`src/rtl/mux_scan_pkg.sv`:
```
// Shared types and constants for the multiplexed-channel ADC scan controller.
package mux_scan_pkg;

  localparam int CH_W   = 5;
  localparam int DATA_W = 12;

  localparam logic [DATA_W-1:0] ERR_SAMPLE = 12'hFFF;

  typedef enum logic [2:0] {
    ST_IDLE   = 3'd0,
    ST_SETTLE = 3'd1,
    ST_CONV   = 3'd2,
    ST_STORE  = 3'd3,
    ST_NEXT   = 3'd4
  } scan_state_t;

  // Channel numbers live on a 32-entry ring: 31 steps to 0.
  function automatic logic [CH_W-1:0] next_ch(input logic [CH_W-1:0] ch);
    return ch + CH_W'(1);
  endfunction

endpackage

```
`src/rtl/scan_timer.sv`:
```
// Loadable down-counter; expired is high whenever the count has reached zero.
module scan_timer #(
  parameter int W = 8
) (
  input  logic         clk,
  input  logic         rst,
  input  logic         load,
  input  logic [W-1:0] load_val,
  input  logic         en,
  output logic         expired
);

  logic [W-1:0] cnt_q;

  always_ff @(posedge clk) begin
    if (rst) begin
      cnt_q <= '0;
    end else if (load) begin
      cnt_q <= load_val;
    end else if (en && (cnt_q != '0)) begin
      cnt_q <= cnt_q - W'(1);
    end
  end

  assign expired = (cnt_q == '0);

endmodule

```
`src/rtl/mux_scan_ctrl.sv`:
```
// Scans a channel range through an analog mux: settle, convert, emit one sample per channel.
// Optional continuous mode (repeat until stop) is enabled by defining MUX_SCAN_CONTINUOUS_EN.
module mux_scan_ctrl
  import mux_scan_pkg::*;
#(
  parameter int SETTLE_CYC  = 64,
  parameter int TIMEOUT_CYC = 1024
) (
  input  logic              clk,
  input  logic              rst,
  input  logic              start,
  input  logic              stop,
  input  logic [CH_W-1:0]   ch_first,
  input  logic [CH_W-1:0]   ch_last,
  output logic [CH_W:0]     addr,
  output logic              adc_req,
  input  logic              adc_ack,
  input  logic [DATA_W-1:0] adc_data,
  output logic              smp_valid,
  output logic [CH_W-1:0]   smp_ch,
  output logic [DATA_W-1:0] smp_data,
  output logic              smp_err,
  output logic              busy,
  output logic              done,
  output scan_state_t       dbg_state
);

  localparam int TMR_MAX = (SETTLE_CYC > TIMEOUT_CYC) ? SETTLE_CYC : TIMEOUT_CYC;
  localparam int TMR_W   = $clog2(TMR_MAX + 1);
  // Timer expires when it reads zero, so loading N-1 yields N cycles in state.
  // SETTLE_CYC is loaded as-is to get the extra decoder-register cycle.
  localparam logic [TMR_W-1:0] SETTLE_LD  = TMR_W'(SETTLE_CYC);
  localparam logic [TMR_W-1:0] TIMEOUT_LD = TMR_W'(TIMEOUT_CYC - 1);

  scan_state_t       state_q, state_d;
  logic [CH_W-1:0]   ch_q, ch_d, first_q, last_q;
  logic              req_q;
  logic [CH_W-1:0]   smp_ch_q;
  logic [DATA_W-1:0] smp_data_q;
  logic              smp_err_q;

  logic              start_scan, ch_load, req_set, req_clr, smp_cap, smp_to, end_scan;
  logic              tmr_load, tmr_en, tmr_expired;
  logic [TMR_W-1:0]  tmr_val;
  logic              at_last, stop_hit;

`ifdef MUX_SCAN_CONTINUOUS_EN
  localparam bit CONT_EN = 1'b1;
  logic stop_pend_q;

  // A stop seen anywhere in a scan is held until the current channel finishes.
  always_ff @(posedge clk) begin
    if (rst) begin
      stop_pend_q <= 1'b0;
    end else if (state_q == ST_IDLE) begin
      stop_pend_q <= 1'b0;
    end else if (stop) begin
      stop_pend_q <= 1'b1;
    end
  end

  assign stop_hit = stop_pend_q | stop;
`else
  localparam bit CONT_EN = 1'b0;
  logic unused_stop;

  assign unused_stop = stop;
  assign stop_hit    = 1'b0;
`endif

  assign at_last = (ch_q == last_q);
  assign tmr_en  = (state_q == ST_SETTLE) || (state_q == ST_CONV);

  scan_timer #(.W(TMR_W)) u_timer (
    .clk      (clk),
    .rst      (rst),
    .load     (tmr_load),
    .load_val (tmr_val),
    .en       (tmr_en),
    .expired  (tmr_expired)
  );

  always_ff @(posedge clk) begin
    if (rst) begin
      state_q <= ST_IDLE;
    end else begin
      state_q <= state_d;
    end
  end

  always_comb begin
    state_d    = state_q;
    start_scan = 1'b0;
    ch_load    = 1'b0;
    ch_d       = ch_q;
    tmr_load   = 1'b0;
    tmr_val    = '0;
    req_set    = 1'b0;
    req_clr    = 1'b0;
    smp_cap    = 1'b0;
    smp_to     = 1'b0;
    end_scan   = 1'b0;
    case (state_q)
      ST_IDLE: begin
        if (start) begin
          start_scan = 1'b1;
          ch_load    = 1'b1;
          ch_d       = ch_first;
          tmr_load   = 1'b1;
          tmr_val    = SETTLE_LD;
          state_d    = ST_SETTLE;
        end
      end
      ST_SETTLE: begin
        if (tmr_expired) begin
          req_set  = 1'b1;
          tmr_load = 1'b1;
          tmr_val  = TIMEOUT_LD;
          state_d  = ST_CONV;
        end
      end
      ST_CONV: begin
        // An ack arriving on the timeout cycle still counts as a good sample.
        if (adc_ack) begin
          req_clr = 1'b1;
          smp_cap = 1'b1;
          state_d = ST_STORE;
        end else if (tmr_expired) begin
          req_clr = 1'b1;
          smp_to  = 1'b1;
          state_d = ST_STORE;
        end
      end
      ST_STORE: begin
        state_d = ST_NEXT;
      end
      ST_NEXT: begin
        if (stop_hit) begin
          end_scan = 1'b1;
          state_d  = ST_IDLE;
        end else if (at_last) begin
          end_scan = 1'b1;
          if (CONT_EN) begin
            ch_load  = 1'b1;
            ch_d     = first_q;
            tmr_load = 1'b1;
            tmr_val  = SETTLE_LD;
            state_d  = ST_SETTLE;
          end else begin
            state_d = ST_IDLE;
          end
        end else begin
          ch_load  = 1'b1;
          ch_d     = next_ch(ch_q);
          tmr_load = 1'b1;
          tmr_val  = SETTLE_LD;
          state_d  = ST_SETTLE;
        end
      end
      default: begin
        state_d = ST_IDLE;
      end
    endcase
  end

  always_ff @(posedge clk) begin
    if (rst) begin
      ch_q       <= '0;
      first_q    <= '0;
      last_q     <= '0;
      req_q      <= 1'b0;
      smp_ch_q   <= '0;
      smp_data_q <= '0;
      smp_err_q  <= 1'b0;
    end else begin
      if (start_scan) begin
        first_q <= ch_first;
        last_q  <= ch_last;
      end
      if (ch_load) begin
        ch_q <= ch_d;
      end
      if (req_set) begin
        req_q <= 1'b1;
      end else if (req_clr) begin
        req_q <= 1'b0;
      end
      if (smp_cap) begin
        smp_ch_q   <= ch_q;
        smp_data_q <= adc_data;
        smp_err_q  <= 1'b0;
      end else if (smp_to) begin
        smp_ch_q   <= ch_q;
        smp_data_q <= ERR_SAMPLE;
        smp_err_q  <= 1'b1;
      end
    end
  end

  assign addr      = {1'b0, ch_q};
  assign adc_req   = req_q;
  assign smp_valid = (state_q == ST_STORE);
  assign smp_ch    = smp_ch_q;
  assign smp_data  = smp_data_q;
  assign smp_err   = smp_err_q;
  assign busy      = (state_q != ST_IDLE);
  assign done      = end_scan;
  assign dbg_state = state_q;

endmodule

```
`config.mk`:
```
export PLATFORM = sky130hd
export DESIGN_NAME = mux_scan_ctrl
export DESIGN_NICKNAME = d
export VERILOG_FILES = /design/src/rtl/mux_scan_pkg.sv /design/src/rtl/scan_timer.sv /design/src/rtl/mux_scan_ctrl.sv
export SDC_FILE = /design/constraint.sdc
export NUM_CORES = 1
export LEC_CHECK = 0
export CAP_MARGIN = 20
export CORE_MARGIN = 2
export CORE_UTILIZATION = 47
export CTS_CLUSTER_SIZE = 28
export DETAILED_ROUTE_END_ITERATION = 8
export PLACE_DENSITY = 0.8
export SLEW_MARGIN = 20
export SYNTH_ARGS = -nofsm -noshare
export SYNTH_HDL_FRONTEND = slang
export SYNTH_SLANG_ARGS = --single-unit
```
`constraint.sdc`:
```
create_clock -name clk -period 2.8 [get_ports clk]
set_clock_uncertainty 0.1 [all_clocks]
set_input_delay 0.56 -clock clk [delete_from_list [all_inputs] [get_ports clk]]
set_output_delay 0.56 -clock clk [all_outputs]
set_load 0.01 [all_outputs]
```
After elaboration in Yosys (flattened, before gate mapping)
Index checks and enable logic that the tools add are counted.
{ "op_classes": {"addsub": 2, "n_eq_ne": 9, "mux": 36, "reduce_logical": 13} }
{ "ops": {"columns": ["cell", "n"], "rows": [
  ["$pmux W10 S3", 1],
  ["$mux W12", 2],
  ["$mux W11", 2],
  ["$mux W5", 4],
  ["$mux W1", 16],
  ["$pmux W3 S5", 1],
  ["$mux W7", 2],
  ["$mux W3", 4],
  ["$logic_not A11 Y1", 1],
  ["$reduce_bool A11 Y1", 1],
  ["$sub A11 B1 Y11 const B", 1],
  ["$mux W10", 1],
  ["$pmux W5 S2", 1],
  ["$reduce_bool A2 Y1", 4],
  ["$eq A3 B2 Y1 const B", 2],
  ["$ne A2 B2 Y1 const B", 3],
  ["$add A5 B1 Y5 const B", 1],
  ["$eq A5 B5 Y1", 1],
  ["$reduce_and A4 Y1", 1],
  ["$eq A3 B1 Y1 const B", 1],
  ["$eq A3 B3 Y1 const B", 1],
  ["$logic_not A3 Y1", 1],
  ["$ne A3 B3 Y1 const B", 1],
  ["$pmux W1 S3", 1],
  ["6 further kinds", 6]
]} }
{ "word_totals": {"ff_bits": 43, "input_bits": 27, "output_inout_bits": 31, "word_cells": 68} }

Longest topological paths before layout
Gate-level depths: netlist of the first run.
{ "depth": {"ltp_word": 6, "depth_mapped": 9, "depth_no_buf": 7} }

Modules after synthesis
A second synthesis of the first run with hierarchy kept.
{ "hier_totals": {"cells_unflattened": 249, "hier_area_um2": 2099.5} }
{ "by_module_without_submodules": {"columns": ["module", "instances", "cells_each", "area_per_inst_um2", "seq_area_each_um2"], "rows": [
  ["mux_scan_ctrl", 1, 172, 1425.1, 640.6],
  ["scan_timer", 1, 77, 674.4, 220.2]
]} }

Worst setup path before layout of the first run
Ideal clock, no wire load.
{ "synth_timing": {"path_kind": "register to register", "startpoint": "reg u_timer.cnt_q[0]", "endpoint": "reg u_timer.cnt_q[3]", "setup_ns": 0.074, "arrival_time_ns": 1.894, "required_time_ns": 2.626, "path_slack_ns": 0.731, "path_stages_with_launch": 8, "path_buffers": 0, "period_less_slack_ns": 2.069, "path_cell_list": "dfxtp_1 > inv_1 > ha_1 > or3b_4 > nand3b_4 > or4b_4 > nand2b_4 > a31oi_1"} }
{ "synth_between": {"elab_chain_cells": 4, "elab_cells_between_ends": 11, "cone_classes": "1 x add/sub; 6 x mux; 4 x reduce/logical"} }
{ "synth_lines": {"columns": ["element", "line", "text"], "rows": [
  ["start: declaration", "scan_timer.sv:13", "logic [W-1:0] cnt_q;"],
  ["start signal: assignment", "scan_timer.sv:19", "cnt_q <= load_val;"],
  ["start signal: assignment", "scan_timer.sv:21", "cnt_q <= cnt_q - W'(1);"],
  ["branches (longest 4 deep; another with $sub A11 B1 Y11)", null, null]
]} }
Parallel ways; which one is timed is not known. The select of a mux whose other input is x is not followed.
A chain may end at the register's enable or synchronous reset.

Worst setup path in the final report of the first run
{ "layout_timing": {"startpoint": "reg ch_q[2]", "endpoint": "out done"} }
{ "layout_between": {"elab_chain_cells": 3} }
{ "layout_lines": {"columns": ["element", "line", "text"], "rows": [
  ["start: declaration", "mux_scan_ctrl.sv:36", "logic [CH_W-1:0] ch_q, ch_d, first_q, last_q;"],
  ["start signal: assignment", "mux_scan_ctrl.sv:181", "ch_q <= ch_d;"],
  ["$eq A5 B5 Y1", "mux_scan_ctrl.sv:71", "assign at_last = (ch_q == last_q);"],
  ["$mux W1", "mux_scan_ctrl.sv:141", "end else if (at_last) begin"],
  ["$mux W1", "mux_scan_ctrl.sv:103", "case (state_q)"],
  ["end: declaration", "mux_scan_ctrl.sv:24", "output logic done,"]
]} }
No other way between the ends.

==> results of run 1 <==
where the power goes:
group / switching (mW) / total [mW] / internal (mW) / leakage, nW
Sequential: 0.171 / 0.937 / 0.767 / 0.350
Combinational: 0.579 / 1.20 / 0.617 / 0.608
Clock: 0.208 / 0.497 / 0.289 / 0.0612
Total: 0.958 / 2.63 / 1.67 / 1.02
registers in the layout, summed over array words and instances (netlist names):
name           cells
adc_req            1
ch_q               5
dbg_state          3
last_q             5
smp_ch             5
smp_data          12
smp_err            1
u_timer.cnt_q     11
how the worst max path moves through the flow:
stage	startpoint	endpoint	depth (start not counted)
after detailed placement	u_timer.cnt_q[0]	smp_data[11]	7
final	ch_q[2]	done	5
after CTS	ch_q[2]	done	5
after global placement	rst	ch_q[3]	3
after global routing	ch_q[2]	done	5
after floorplan	u_timer.cnt_q[0]	u_timer.cnt_q[3]	7
cell families after synthesis:
logic type / after synthesis
buf+inv: 18
xor+xnor: 14
other cells: 1
flops: 43
simple gates: 67
fa+ha+maj: 2
compound gates: 50
mux: 7
worst max-delay path: cells and delay by family (launching register included):
kind	cells	cell delay, ns
buffers and inverters	1	0.55
xor gates and xnor gates	1	0.18
and+or+nand+nor	3	0.42
DFF	1	0.38
metrics by stage:
step,utilization,power [mW]
6_report,0.661,2.63
5_1_grt,0.661,2.83
4_1_cts,0.661,2.65
3_5_place_dp,0.631,2.15
3_3_place_gp,0.631,2.12
2_1_floorplan,-,1.79
layout make-up:
cell class | instances | share of cell area
multi-input combinational | 141 | 0.375
inverter | 6 | 0.00852
clock inverter | 2 | 0.0133
clock buffer | 6 | 0.0313
tap | 50 | 0.0237
timing repair buffer | 60 | 0.223
sequential | 43 | 0.326
Yosys cell counts, types with 2 or more instances:
cell type and number:
dfxtp_1 43, nand2_1 20, a21oi_1 14, nor2_1 13, o221a_2 12, xor2_1 12, o21ai_0 8, clkbuf_1 7
nor3_1 7, inv_1 6, mux2i_1 6, nand3_1 4, a211oi_1 3, nand4b_1 3, a31oi_1 2, a32o_1 2
and2_1 2, and3_1 2, ha_1 2, nand4_1 2, nor3b_1 2, o21a_1 2, o22ai_1 2, xnor2_1 2
metal layers:
| metal | track usage | vias to the layer above |
|---|---|---|
| li1 | - | 840 |
| met1 | 0.253 | 785 |
| met2 | 0.341 | 46 |
| met3 | 0.0576 | 6 |
| met4 | 0.0850 | 0 |
| met5 | 0 | - |
==> reports/qor.yml, run 1 <==
floorplanning:
  die_area_sq_mm: 0.00468
  core.rowCount: 23
  ios: 58
  fp.dieW_um: 68.4
  start_util: 0.487
  fp.dieH_um: 68.4
  core_sq_mm: 0.00400
global_route:
  antenna_found_initial: 0
  grt_pass1_wl_mm: 7.25
  grt_use_total: 0.207
  grt_max_degree: 18
  grt_pass1_vias: 1643
  grt_overflow: 0
synth:
  synth_top_family_by_area: "simple AND/OR/NAND/NOR gates"
  syn-num-nets: 231
  yosysTopAreaCell: "dfxtp_1"
  yosysUniqueCellTypes: 48
  synthAdderAreaFrac: 0.0128
  ys_warn_count: 0
  synth_ff_type: "dfxtp_1"
  synth.mux.area_fraction: 0.0366
  yosys.area_share.simple: 0.203
  synth.cell_area_sq_mm: 0.00195
  synth.area.top_cells: "dfxtp_1, o221a_2, xor2_1, nand2_1, a21oi_1"
  synth-xor-area-share: 0.0629
  synth-seq-cells: 43
  synthCells: 202
  synth_top_area_share: 0.442
  synth_edf_count: 0
  yosysSeqAreaShare: 0.442
  synth_compound_area_frac: 0.191
  syn_avg_cell_area_sq_um: 9.64
  ys_async_sr_fraction: 0
final_layout:
  syn2layout_area_growth_pct: 35.6
  seq_area_sq_um: 861
  num-nets-final: 286
  final_common_cell: "clkdlybuf4s50_1"
  design_area_sq_mm: 0.00264
  fillers: 343
  n_antenna_cell: 0
  final_cell_mix: "clkdlybuf4s50_1, dfxtp_1, nand2_1"
  multi_input_area_sq_um: 991
  layout-drive-gt1-share: 0.132
  final_cell_count_no_fill: 308
route:
  drtIter0Drc: 81
  drc_errors: 0
  wl_met3_um: 244
  wire_per_inst_um: 14.1
  vias: 1677
  wl_mm: 4.33
  firstDrtPassIters: 4
  maxUsedRoutingLayer: "met4"
  drtAntennaViolNets: 0
  route.met2.wl_mm: 2.03
  via_per_inst: 5.44
  wl_met1_mm: 1.98
clock_tree:
  cts_made_buffers: 5
  ctsLongestPathBuffers: 2
  cts_sinks: 43
  hold_buffers: 0
  cts_resized: 0
  clk-insertion-delay-late_ns: 0.30
  cts_tree: "yes"
  clk_pin_slew_ns: 0.08
  post-cts-setup-buffer-count: 0
  htreeDepth: 2
  root_buffer: "clkbuf_8"
sta:
  setup_viol_count_final: 0
  timing.hold.ws_ns: 0.378
  fmax_mhz: 400
  max_slew.worst_pin.slew_ns: 0.673
  rsz0062_at_grt: "no"
  post-route-period-util: 0.893
  fin_ws_ns: 0.299
  fin_crit_ns: 2.50
  slew_headroom: 0.547
  slew_viol_final: 0
  hold_viol_final: 0
  setup_tns_ns: 0
setup_path:
  path_cells: "xor2_1 -> nor3_1 -> nand2_1 -> nor2_1 -> clkdlybuf4s50_1"
  r2r_start: "u_timer.cnt_q[0]"
  worstSetupPathType: "flop to primary output"
  rrSetupSlack_ns: 0.46
  critPathSlowestCell: "clkdlybuf4s50_1"
  start_kind: "flop"
  cpPeakStageDelay_ns: 0.55
  r2r.worst_path.cells: 7
  worstPathArrival_ns: 1.84
  required_ns: 2.14
  endpoint_kind: "primary output"
  worstReg2RegEnd: "smp_data[2]"
  cp_max_fo: 6
place:
  portBuffers: 55
  pre_cts_slack_ns: 0.463
  dp.cells: 300
  place_area_sq_mm: 0.00252
  gp_congestion: 0.907
  dpl.hpwl_mm: 3.18
flow_run:
  max_cap_viol_count: 0
run_status:
  status: "finished, final reports clean"
pwr:
  powerDensity_mw_per_mm2: 995
  leakage_nw: 1.02
  irDropWorstVdd_v: 0.000458
hold_path:
  hold_start: "u_timer.cnt_q[10]"
  hold_path_class: "flop to flop"
  min_to: "u_timer.cnt_q[10]"
  worstHoldPathCells: 1
Note: power is estimated with default switching activity, not from simulation.
==> inputs of run 2 (changes only) <==
CORE_UTILIZATION = 48   (was 47)
CTS_BUF_LIST = sky130_fd_sc_hd__clkbuf_8   (was not set)
PLACE_DENSITY = 0.81   (was 0.8)
clock period = 2.4 ns   (was 2.8 ns; I/O delays follow)
==> run 2 against run 1 <==
Compared with the run above:
- die area shrank 2.0%
- setup slack lost 0.14 ns
- critical endpoint is now u_timer.cnt_q[3]
- combinational power grew 23%
- core utilization grew 1.5 points
- register-to-register slack lost 0.31 ns
- critical path type is now flop to flop
- final cell count grew 2.3%
==> reports/qor.yml, run 2 (synthesis results as in run 1) <==
setup_path:
  worstPathArrival_ns: 2.37  # +0.53 ns
  crit_family: "simple AND/OR/NAND/NOR gates"
  cpPeakStageDelay_ns: 0.53  # -0.02 ns
  worstReg2RegEnd: "u_timer.cnt_q[3]"
  critPathSlowestCell: "or4b_4"
  start_kind: "flop"
  r2r_start: "u_timer.cnt_q[0]"
  worstSetupPathType: "flop to flop"
  endpoint_kind: "flop"
  rrSetupSlack_ns: 0.15  # -0.31 ns
  path_cells: "inv_1 -> ha_1 -> or3b_4 -> nand3b_4 -> or4b_4 -> nand2b_4 -> a31oi_1"
  cp_max_fo: 9  # +3
  cp_num_buf_inv: 1  # unchanged
  r2r.worst_path.cells: 7  # unchanged
  required_ns: 2.53  # +0.39 ns
route:
  firstDrtPassIters: 4  # unchanged
  drc_errors: 0  # unchanged
  vias: 1712  # +2.1%
  drtAntennaViolNets: 0  # unchanged
  via_per_inst: 5.43  # -0.18%
  wire_per_inst_um: 14.4  # +2.4%
  wl_mm: 4.53  # +4.7%
  drtIter0Drc: 92  # +14%
final_layout:
  final_common_cell: "clkdlybuf4s50_1"
  n_antenna_cell: 0  # unchanged
  num-nets-final: 293  # +2.4%
  layout-drive-gt1-share: 0.155  # +0.0229
  syn2layout_area_growth_pct: 36.7
  final_cell_mix: "clkdlybuf4s50_1, dfxtp_1, nand2_1"
  largest_register_ffs: 12  # unchanged
  final_cell_count_no_fill: 315  # +2.3%
pwr:
  irDropWorstVdd_v: 0.000613  # +34%
  leakage_nw: 1.04  # +2.5%
  powerDensity_mw_per_mm2: 1130  # +13%
floorplanning:
  start_util: 0.494  # +0.00711
  fp.dieH_um: 67.7  # -0.99%
  fp.dieW_um: 67.7  # -0.99%
  core_sq_mm: 0.00394  # -1.4%
  core.rowCount: 23  # unchanged
  ios: 58  # unchanged
  die_area_sq_mm: 0.00458  # -2.0%
clock_tree:
  clk_pin_slew_ns: 0.08  # about the same
  cts_tree: "yes"
  cts_sinks: 43  # unchanged
  htreeDepth: 2  # unchanged
  hold_buffers: 0  # unchanged
  cts_made_buffers: 5  # unchanged
  clk-insertion-delay-late_ns: 0.30  # about the same
  root_buffer: "clkbuf_8"
  ctsLongestPathBuffers: 2  # unchanged
sta:
  setup_tns_ns: 0  # unchanged
  setup_viol_count_final: 0  # unchanged
  fmax_mhz: 445
  slew_viol_final: 0  # unchanged
  max_slew.worst_pin.slew_ns: 0.612  # -0.0618 ns
  post-route-period-util: 0.936
  fin_crit_ns: 2.25
  rsz0062_at_grt: "no"
  slew_headroom: 0.589  # +0.0416
  hold_viol_final: 0  # unchanged
global_route:
  use_met2: 0.347  # +0.00547
  grt_pass1_wl_mm: 7.33  # +1.2%
  grt_pass1_vias: 1573  # -4.3%
  antenna_found_initial: 0  # unchanged
  grt_use_total: 0.214  # +0.00614
  use_met3: 0.0467  # -0.0109
  met1_usage: 0.281  # +0.0276
  grt_busiest_layer: "met2"
  grt_overflow: 0  # unchanged
  grt_max_degree: 21  # +3
place:
  dp.cells: 307  # +2.3%
  portBuffers: 55  # unchanged
  dpl.hpwl_mm: 3.28  # +3.1%
  gp_congestion: 0.854  # -5.8%
hold_path:
  worstHoldPathCells: 1  # unchanged
  min_to: "u_timer.cnt_q[10]"
  hold_start: "u_timer.cnt_q[10]"
  hold_path_class: "flop to flop"
run_status:
  status: "finished, final reports clean"
flow_run:
  max_cap_viol_count: 0  # unchanged
## run 2: area by class of cell
class	instances	area [sq um]
clock buffers	5	68.8
clock inverters	3	16.3
fillers	329	1280
inverters	6	22.5
multi-input cells	141	992
flip-flops and latches	43	861
well taps	50	62.6
repair buffers	67	639
## run 2: layer usage
metal / up-vias / share of wire
met5: - / 0
met4: 0 / 0.011
met3: 5 / 0.043
met2: 45 / 0.48
met1: 805 / 0.47
li1: 857 / -
## run 2: worst max-delay path by stage
stage	start	endpoint	slack, ns	cells after the start
after floorplan	u_timer.cnt_q[0]	u_timer.cnt_q[3]	0.33	7
after global placement	u_timer.cnt_q[0]	smp_data[4]	0.19	7
after detailed placement	u_timer.cnt_q[0]	smp_data[10]	0.15	7
after CTS	u_timer.cnt_q[0]	smp_data[10]	0.13	7
after global routing	u_timer.cnt_q[0]	u_timer.cnt_q[3]	0.06	7
final	u_timer.cnt_q[0]	u_timer.cnt_q[3]	0.15	7
## run 2: through the flow
stage / hold WS, ns / cell area, sq um / power (mW) / util / worst slack (ns)
global placement: 0.356 / 2580 / 2.53 / 0.654 / 0.187
detailed placement: 0.363 / 2580 / 2.57 / 0.654 / 0.149
finish: 0.372 / 2660 / 3.00 / 0.675 / 0.154
floorplan: 0.348 / 1950 / 2.09 / - / 0.331
global route: 0.398 / 2660 / 3.23 / 0.675 / 0.0605
CTS: 0.373 / 2660 / 3.02 / 0.675 / 0.131
## run 2: repair_timing
item	in CTS	in global routing
buffers inserted	0	0
setup endpoints to repair	1	2
pin swaps	1	0
gates resized for setup	1	1
## run 2: power by group
part	leakage [nW]	switching [mW]	internal [mW]	total, mW
combinational	0.649	0.714	0.765	1.48
clock	0.0453	0.246	0.199	0.445
sequential	0.350	0.186	0.894	1.08
## run 2: worst reg2reg max path: stages (launching register included)
cell      delay [ns]
dfxtp_1         0.33
inv_1           0.09
ha_1            0.17
or3b_4          0.40
nand3b_4        0.20
or4b_4          0.53
nand2b_4        0.20
a31oi_1         0.15
